### config.mk
export PLATFORM = sky130hd
export DESIGN_NAME = seven_seg_scanner
export DESIGN_NICKNAME = d
export VERILOG_FILES = /design/src/rtl/seven_seg_scanner.sv
export SDC_FILE = /design/constraint.sdc
export NUM_CORES = 1
export LEC_CHECK = 0
export ABC_AREA = 1
export CAP_MARGIN = 20
export CORE_ASPECT_RATIO = 0.9
export CORE_MARGIN = 5
export CORE_UTILIZATION = 35
export DETAILED_ROUTE_END_ITERATION = 12
export PLACE_DENSITY_LB_ADDON = 0.12
export SLEW_MARGIN = 20
export SYNTH_ARGS = -nofsm -noshare
export SYNTH_HDL_FRONTEND = slang
export SYNTH_SLANG_ARGS = --single-unit
### constraint.sdc
create_clock -name clk -period 2.4 [get_ports clk]
set_clock_uncertainty 0.15 [all_clocks]
set_input_delay 0.6 -clock clk [delete_from_list [all_inputs] [get_ports clk]]
set_output_delay 0.6 -clock clk [all_outputs]
set_load 0.005 [all_outputs]
### src/rtl/seven_seg_scanner.sv
// ---------------------------------------------------------------------------
// seven_seg_scanner
//
// Purpose:
//   Time-multiplexes NUM_DIGITS hex nibbles onto one shared active-low
//   seven-segment bus. It provides the following features:
//     - a programmable slot length (SCAN_DIV cycles per digit);
//     - a one-cycle dead slot at every digit change, to prevent ghosting;
//     - per-digit blanking;
//     - frame-synchronous loading, so a frame never shows a mix of old and
//       new values.
//
// Parameters:
//   NUM_DIGITS  number of digits scanned (1..16)
//   SCAN_DIV    clock cycles per digit slot (>= 2)
//
// Ports:
//   clk         system clock, rising edge
//   rst         synchronous reset, active-high
//   digits_in   4*NUM_DIGITS hex nibbles, digit k = bits [4k+3:4k]
//   load        capture digits_in into the pending register on this edge
//   blank_mask  bit k = 1 keeps digit k dark (sampled every cycle)
//   my_display  segments {g,f,e,d,c,b,a}, active-low, registered
//   my_digit    one-hot digit enable, active-low, registered
//   frame_tick  one-cycle pulse in the first cycle of each frame
//
// Optional feature (compile-time macro LEADING_ZERO_BLANK_EN):
//   When the macro is defined, each digit k > 0 is also darkened when
//   active[k] and every higher nibble are zero. Digit 0 is always shown.
//   This blanking is ORed with blank_mask.
// ---------------------------------------------------------------------------
module seven_seg_scanner #(
  parameter int NUM_DIGITS = 4,
  parameter int SCAN_DIV   = 1000
) (
  input  logic                    clk,
  input  logic                    rst,
  input  logic [4*NUM_DIGITS-1:0] digits_in,
  input  logic                    load,
  input  logic [NUM_DIGITS-1:0]   blank_mask,
  output logic [6:0]              my_display,
  output logic [NUM_DIGITS-1:0]   my_digit,
  output logic                    frame_tick
);

  localparam int CW = (SCAN_DIV > 1) ? $clog2(SCAN_DIV) : 1;
  localparam int IW = (NUM_DIGITS > 1) ? $clog2(NUM_DIGITS) : 1;
  localparam logic [CW-1:0] CNT_MAX = CW'(SCAN_DIV - 1);
  localparam logic [IW-1:0] IDX_MAX = IW'(NUM_DIGITS - 1);
  localparam logic [NUM_DIGITS-1:0] DIG_ONE = NUM_DIGITS'(1);

  // Scan state and the two display buffers.
  logic [CW-1:0]           cnt;
  logic [IW-1:0]           idx;
  logic [4*NUM_DIGITS-1:0] pending;
  logic [4*NUM_DIGITS-1:0] active;
  logic                    pend_valid;

  // Next-state values. The outputs are registered from these, so the pins
  // line up with the scan position that the registers hold.
  logic [CW-1:0]           cnt_n;
  logic [IW-1:0]           idx_n;
  logic [4*NUM_DIGITS-1:0] active_n;
  logic                    cnt_wrap;
  logic                    frame_edge;

  always_comb begin
    cnt_wrap = (cnt == CNT_MAX);
    cnt_n    = cnt_wrap ? '0 : cnt + 1'b1;
    idx_n    = idx;
    if (NUM_DIGITS > 1) begin
      if (cnt_wrap) begin
        idx_n = (idx == IDX_MAX) ? '0 : idx + 1'b1;
      end
    end else begin
      idx_n = '0;
    end
    // With a single digit, idx is always IDX_MAX (0), so every slot wrap
    // is also a frame boundary.
    frame_edge = cnt_wrap && (idx == IDX_MAX);
    active_n   = (frame_edge && pend_valid) ? pending : active;
  end

  // Split the next active value into nibbles so it can be indexed by digit.
  logic [3:0]            nib [NUM_DIGITS];
  logic [NUM_DIGITS-1:0] lz_blank;

  for (genvar k = 0; k < NUM_DIGITS; k++) begin : g_nib
    assign nib[k] = active_n[4*k +: 4];
`ifdef LEADING_ZERO_BLANK_EN
    if (k == 0) begin : g_lz0
      assign lz_blank[k] = 1'b0;
    end else begin : g_lzk
      // Darken the digit when it and every more significant nibble are zero.
      assign lz_blank[k] = ~|active_n[4*NUM_DIGITS-1:4*k];
    end
`else
    assign lz_blank[k] = 1'b0;
`endif
  end

  // Hex to active-low {g,f,e,d,c,b,a}.
  function automatic logic [6:0] decode(input logic [3:0] v);
    logic [6:0] s;
    case (v)
      4'h0: s = 7'h40;
      4'h1: s = 7'h79;
      4'h2: s = 7'h24;
      4'h3: s = 7'h30;
      4'h4: s = 7'h19;
      4'h5: s = 7'h12;
      4'h6: s = 7'h02;
      4'h7: s = 7'h78;
      4'h8: s = 7'h00;
      4'h9: s = 7'h10;
      4'hA: s = 7'h08;
      4'hB: s = 7'h03;
      4'hC: s = 7'h46;
      4'hD: s = 7'h21;
      4'hE: s = 7'h06;
      default: s = 7'h0E;
    endcase
    return s;
  endfunction

  logic [3:0] cur_nib;
  logic       dark_n;

  always_comb begin
    cur_nib = nib[idx_n];
    // A blanked slot looks exactly like a dead slot. The scan timing does
    // not change.
    dark_n  = (cnt_n == '0) || blank_mask[idx_n] || lz_blank[idx_n];
  end

  always_ff @(posedge clk) begin
    if (rst) begin
      cnt        <= '0;
      idx        <= '0;
      pending    <= '0;
      active     <= '0;
      pend_valid <= 1'b0;
      my_digit   <= '1;
      my_display <= 7'h7F;
      frame_tick <= 1'b0;
    end else begin
      cnt    <= cnt_n;
      idx    <= idx_n;
      active <= active_n;
      // A load on the boundary edge still lands in pending. The boundary
      // has already moved the old pending value into active.
      if (load) begin
        pending <= digits_in;
      end
      pend_valid <= load || (pend_valid && !frame_edge);
      frame_tick <= frame_edge;
      my_digit   <= dark_n ? '1 : ~(DIG_ONE << idx_n);
      my_display <= dark_n ? 7'h7F : decode(cur_nib);
    end
  end

endmodule

==> flow_summary_export.csv, run 1 <==
group,metric,value,unit
global_routing,antenna_found_initial,0,
placed_design,hpwl,4970,um
critical_path,r2r-end,"my_display[6]",
pwr,p_clk_share,45.1,%
clock_network,cts_tree,"built",
final_layout,final_cell_mix,"nand2_1, dfxtp_1, buf_4",
routing,routed_via_density,4.67,
pwr,p_comb_share,6.5,%
routing,drt_iter0_drc,99,
routing,drt-total-wl,7110,um
clock_network,clk_pin_slew,0.07,ns
clock_network,cts_inserted_buffers,9,
routing,vias,2702,
sta,tightestPinTransition,0.327,ns
critical_path,cp-end-kind,"flip-flop",
global_routing,grt_overflow,0,
sta,slew_violations,0,
clock_network,cts_sinks,57,
sta,period_share,95.3,%
routing,wl_per_cell,12.3,um
hold_path,hold_start,"active[15]",
hold_path,hold_path_class,"flip-flop to flip-flop",
critical_path,startpoint_type,"flip-flop",
status,status,"finished, final reports clean",
pwr,seq_power_share,48.4,%
global_routing,grt_pass1_vias,2458,
critical_path,setup.worst_path.start,"cnt[8]",
sta,worst_slack,0.114,ns
sta,rsz0062_at_grt,"true",
routing,drtAntennaViolNets,0,
final_layout,area_growth,43.6,%
yosys,yosysTopAreaCell,"dfxtp_1",
clock_network,cts_buffer_depth,2,
pwr,vdd_drop_max,0.305,mV
critical_path,path_cells,"nand2_1 -> nor2_4 -> buf_12 -> nand3_4 -> nor2_4 -> buf_6 -> buf_4 -> nand3_1 -> nand2_1 -> nand2_1 -> nand2_1 -> nor2_4 -> buf_4 -> nand2_1 -> nand3_1",
final_layout,final_common_cell,"nand2_1",
sta,setup_viol,0,
critical_path,r2r_cells,15,
pwr,power_density,516,mW/mm^2
yosys,synth_top_area_share,41.1,%
pwr,intPower,1.58,mW
yosys,ys_seq_area_share,41.1,%
yosys,avgSynthCellArea,7.18,sq um
job,cap_violations,0,
floorplanning,initial_core_util,36.3,%
routing,drc,0,
final_layout,final_area,0.00399,sq mm
floorplanning,num_rows,30,
final_layout,ff_latch_area,0.00115,sq mm
sta,fmax,0.437,GHz
yosys,ys_seq_elements,57,
sta,hold_viol,0,
critical_path,slowest_stage,"dfxtp_1",
placed_design,placement.io_buffers,34,
critical_path,criticalPathCategory,"flip-flop to flip-flop",
critical_path,cp_data_arrival_time,2.37,ns
floorplanning,dieHeight,94.5,um
pwr,switchingPower,475,uW
final_layout,drive_gt1_share,29.9,%
critical_path,critPathRequiredTime,2.48,ns
clock_network,htreeDepth,3,
critical_path,cp_common_cell,"nand2_1",
floorplanning,core_area,0.00766,sq mm
final_layout,final_nets,508,
floorplanning,die_area,0.00982,sq mm
global_routing,grt_max_degree,29,
pwr,switching_share,23.1,%
sta,min_period,2.29,ns
critical_path,worstReg2RegStart,"cnt[8]",
sta,max_slew_margin,78.0,%
critical_path,r2r_slack,0.11,ns
global_routing,track_usage,14.7,%
placed_design,place_area,0.00348,sq mm
hold_path,worstHoldEndpoint,"active[15]",
hold_path,hold_depth,2,
yosys,ys_types,29,
clock_network,ctsRootBufferMaster,"clkbuf_8",
placed_design,globalplace.congestion,0.869,
yosys,synth_area_leaders,"dfxtp_1, nand2_1, nor2_1",
yosys,synth.net_count,418,
yosys,syn_area,0.00278,sq mm
clock_network,clock_latency,0.34,ns
final_layout,antenna_cells,0,
routing,first_pass_iters,4,
clock_network,ctsHoldBuffers,0,
critical_path,crit_path_max_incr_delay,0.34,ns
placed_design,dpl_worst_slack,-0.0485,ns
final_layout,nFillCells,783,
global_routing,grt_pass1_wl,11700,um
final_layout,post-route-util,52.1,%
floorplanning,io_pins,35,
floorplanning,fp.dieW,104,um
yosys,syn_inst,387,
pwr,power_leakage,1.79,nW
yosys,yosys_warnings,0,
critical_path,cp_max_fo,8,
final_layout,multi_input_area,0.00161,sq mm
## cells by family after synthesis
| family | after synthesis | synth area share, % |
|---|---|---|
| simple gates | 234 | 40.5 |
| compound gates | 40 | 7.52 |
| flops | 57 | 41.1 |
| buf+inv | 47 | 6.98 |
| fa+ha+maj | 8 | 3.60 |
| xor+xnor | 1 | 0.315 |
## per-layer routing
layer	wire, um	share of wire, %	global-route usage (%)	vias up
li1	-	-	-	1422
met1	3500	49	19.6	1204
met2	3090	43	22.4	63
met3	362	5.1	4.31	13
met4	153	2.2	5.83	0
met5	0	0	0	-
## per-stage QoR
step / hold WS (ns) / instances / total power, mW / TNS (ns)
4_1_cts: 0.317 / 566 / 2.09 / 0
2_1_floorplan: 0.284 / 387 / 1.07 / 0
5_1_grt: 0.346 / 578 / 2.15 / -0.153
3_5_place_dp: 0.307 / 547 / 1.14 / -0.145
6_report: 0.319 / 578 / 2.06 / 0
3_3_place_gp: 0.304 / 547 / 1.14 / 0
## cell type report
cell class              instances  share of cell area, %
clock inverters                 4                   1.29
clock buffers                  12                   3.89
flip-flops and latches         57                   28.9
repair buffers                 86                   18.9
multi-input cells             285                   40.2
well taps                      96                   3.01
inverters                      38                   3.79
## registers in the layout, summed over array words and instances (netlist names)
signal / count
active: 16
pending: 16
cnt: 10
my_display: 7
my_digit: 4
idx: 2
frame_tick: 1
pend_valid: 1
## repair_timing
item / 4_1_cts / 5_1_grt
buffers inserted: 2 / 11
pin swaps: 2 / 20
endpoints found under the hold margin: 0 / 0
setup endpoints to repair: 5 / 7
gates cloned: 1 / 1
resized for setup: 8 / 45
## cell usage after synthesis
library cell and count:
clkbuf_1 6, clkinv_1 1, nand3_4 1, nand3_1 33, nand3_2 2, ha_1 8, nand4_1 8, nor2_1 50
o211ai_1 1, inv_1 30, clkinv_2 1, nand4_2 1, o21bai_1 1, nand2_4 2, o21ai_0 17, a21oi_1 19
buf_6 2, nand2_1 106, inv_2 6, nor3b_1 1, buf_2 1, nor2_4 10, nand2_2 13, dfxtp_1 57
nor3_1 6, a21oi_2 1, nand4_4 1, xor2_1 1, o21ai_1 1
## power by group through the flow
stage,sequential [mW],combinational (mW),clock [mW]
after floorplan,1.01,0.0555,0
after global placement,1.01,0.129,0
after detailed placement,1.01,0.130,0
after CTS,0.993,0.132,0.961
after global routing,0.998,0.151,1.00
final,0.996,0.133,0.928
## critical path, delay by kind of cell, from the launching register on
kind                   cells  cell delay [ns]
and+or+nand+nor           11             1.19
buffers and inverters      4             0.52
DFF                        1             0.34
## worst max-delay path by stage
stage	end
after floorplan	my_display[0]
after global placement	my_display[6]
after detailed placement	my_display[0]
after CTS	my_display[0]
after global routing	my_display[0]
final	my_display[6]
(Power assumes the default switching activity.)
==> run 2, diff against run 1 <==
--- a/config.mk
+++ b/config.mk
@@ -7,8 +7,7 @@
 export LEC_CHECK = 0
 export ABC_AREA = 1
 export CAP_MARGIN = 20
-export CORE_ASPECT_RATIO = 0.9
-export CORE_MARGIN = 5
+export CORE_MARGIN = 2
 export CORE_UTILIZATION = 35
 export DETAILED_ROUTE_END_ITERATION = 12
 export PLACE_DENSITY_LB_ADDON = 0.12
==> run 2 against run 1 <==
Sequential power about the same. Flip-flop and latch count unchanged. Register-to-register slack improved by 0.02 ns. Cell count decreased by 0.35%. Non-clock buffer count decreased by 6. Worst setup slack improved by 0.020 ns. Routed wire length decreased by 2.2%. First-iteration DRC count decreased by 49%. Hold slack got worse by 0.0068 ns. Die area decreased by 12%. Critical endpoint is now my_display[0].
==> flow_summary_export.csv, run 2 (synthesized netlist as in run 1, its figures left out) <==
group,metric,value,unit
routing,drtAntennaViolNets,0,
floorplanning,die_area,0.00867,sq mm
global_routing,grt_pass1_wl,11500,um
floorplanning,fp.dieW,93.1,um
routing,drc,0,
status,status,"finished, final reports clean",
placed_design,placement.io_buffers,34,
critical_path,cp_max_fo,6,
critical_path,criticalPathCategory,"flip-flop to flip-flop",
critical_path,crit_buf_inv,4,
routing,drt_iter0_drc,50,
final_layout,final_cell_mix,"nand2_1, nor2_1, dfxtp_1",
pwr,p_clk_share,47.1,%
sta,fmax,0.441,GHz
global_routing,grt_pass1_vias,2474,
sta,hold_viol,0,
placed_design,dpl.cell_count,551,
floorplanning,num_rows,32,
pwr,power_density,537,mW/mm^2
routing,vias,2682,
pwr,vdd_drop_max,0.288,mV
sta,tns,0,ns
placed_design,hpwl,4840,um
sta,max_slew_margin,78.9,%
hold_path,hold_start,"active[3]",
critical_path,setup.worst_path.start,"cnt[7]",
sta,tightestPinTransition,0.314,ns
routing,routed_via_density,4.66,
sta,slew_violations,0,
final_layout,final_nets,502,
floorplanning,initial_core_util,36.0,%
placed_design,dpl_worst_slack,0.0187,ns
final_layout,drive_gt1_share,30.2,%
critical_path,slowest_stage,"dfxtp_4",
final_layout,final_common_cell,"nand2_1",
critical_path,cp_data_arrival_time,2.34,ns
final_layout,top_regs,"active x16, pending x16, cnt x10",
routing,drt-total-wl,6960,um
clock_network,clock_latency,0.34,ns
sta,worst_slack,0.134,ns
clock_network,cts_tree,"built",
pwr,power_leakage,1.79,nW
critical_path,crit_path_max_incr_delay,0.37,ns
routing,wl_per_cell,12.1,um
pwr,switching_share,21.4,%
critical_path,path_cells,"inv_2 -> nor2_4 -> nand2_2 -> nor2_4 -> buf_4 -> nand4_4 -> nand2_2 -> nand2_1 -> nand2_1 -> nand2_2 -> nor2_4 -> inv_2 -> ha_2 -> inv_2 -> nor2_1 -> a21oi_2 -> nand2_1",
critical_path,cp-end-kind,"flip-flop",
sta,rsz0062_at_grt,"true",
floorplanning,core_area,0.00773,sq mm
sta,period_share,94.4,%
global_routing,grt_max_degree,29,
pwr,seq_power_share,46.6,%
final_layout,layoutNonFillerInstCount,576,
pwr,p_comb_share,6.2,%
clock_network,cts_sinks,57,
sta,setup_viol,0,
floorplanning,dieHeight,93.1,um
critical_path,critPathRequiredTime,2.47,ns
floorplanning,io_pins,35,
global_routing,track_usage,16.8,%
clock_network,cts_buffer_depth,2,
clock_network,htreeDepth,3,
routing,first_pass_iters,4,
global_routing,antenna_found_initial,0,
critical_path,critPathTopFamily,"simple AND/OR/NAND/NOR gates",
clock_network,cts_inserted_buffers,9,
sta,min_period,2.27,ns
final_layout,area_growth,42.8,%
clock_network,ctsRootBufferMaster,"clkbuf_8",
global_routing,grt_overflow,0,
critical_path,worstReg2RegStart,"cnt[7]",
placed_design,globalplace.congestion,0.815,
pwr,intPower,1.67,mW
final_layout,antenna_cells,0,
clock_network,clk_pin_slew,0.07,ns
job,cap_violations,0,
pwr,switchingPower,456,uW
hold_path,hold_path_class,"flip-flop to flip-flop",
critical_path,startpoint_type,"flip-flop",
[run 2: layout make-up]
type / instances / area [sq um]
fillers: 781 / 3760
multi-input cells: 285 / 1610
flip-flops and latches: 57 / 1160
repair buffers: 80 / 709
clock buffers: 11 / 151
inverters: 38 / 146
well taps: 102 / 128
clock inverters: 3 / 65.1
[run 2: final timing paths]
check / end / slack, ns / cells after the start
min: active[3] / 0.31 / 2
min reg2reg: active[3] / 0.31 / 2
max reg2reg: my_display[0] / 0.13 / 17
max: my_display[0] / 0.13 / 17
[run 2: power by group through the flow]
stage	registers, mW	logic (mW)	clock network (mW)
after floorplan	1.01	0.0555	0
after global placement	1.01	0.129	0
after detailed placement	1.01	0.128	0
after CTS	0.992	0.129	1.03
after global routing	0.996	0.151	1.07
final	0.993	0.133	1.00
[run 2: worst min-delay path, cell delays in order, from the launching register on]
cell	delay (ns)
dfxtp_1	0.31
nand2_2	0.06
a21oi_1	0.05
[run 2: timing repair]
item                       in CTS  in global routing
resized for setup               2                 56
gates cloned                    0                  2
pin swaps                       0                 23
setup endpoints to repair       3                  7
hold buffers                    0                  0
setup buffers                   1                  8
[run 2: metal layers]
metal	GRT usage (%)	vias up	share of wire, %
met2	25.5	65	45
met5	0	-	0
met1	21.9	1196	48
met3	3.30	14	4.7
met4	10.7	0	2.6
li1	-	1407	-
[run 2: per-stage QoR]
step | utilization [%] | cell area, sq um | hold WS (ns) | total power [mW]
detailed placement | 45.0 | 3470 | 0.309 | 1.14
floorplan | - | 2780 | 0.284 | 1.07
finish | 51.4 | 3970 | 0.313 | 2.13
global route | 51.4 | 3970 | 0.348 | 2.22
global placement | 45.0 | 3470 | 0.303 | 1.14
CTS | 47.9 | 3700 | 0.318 | 2.15
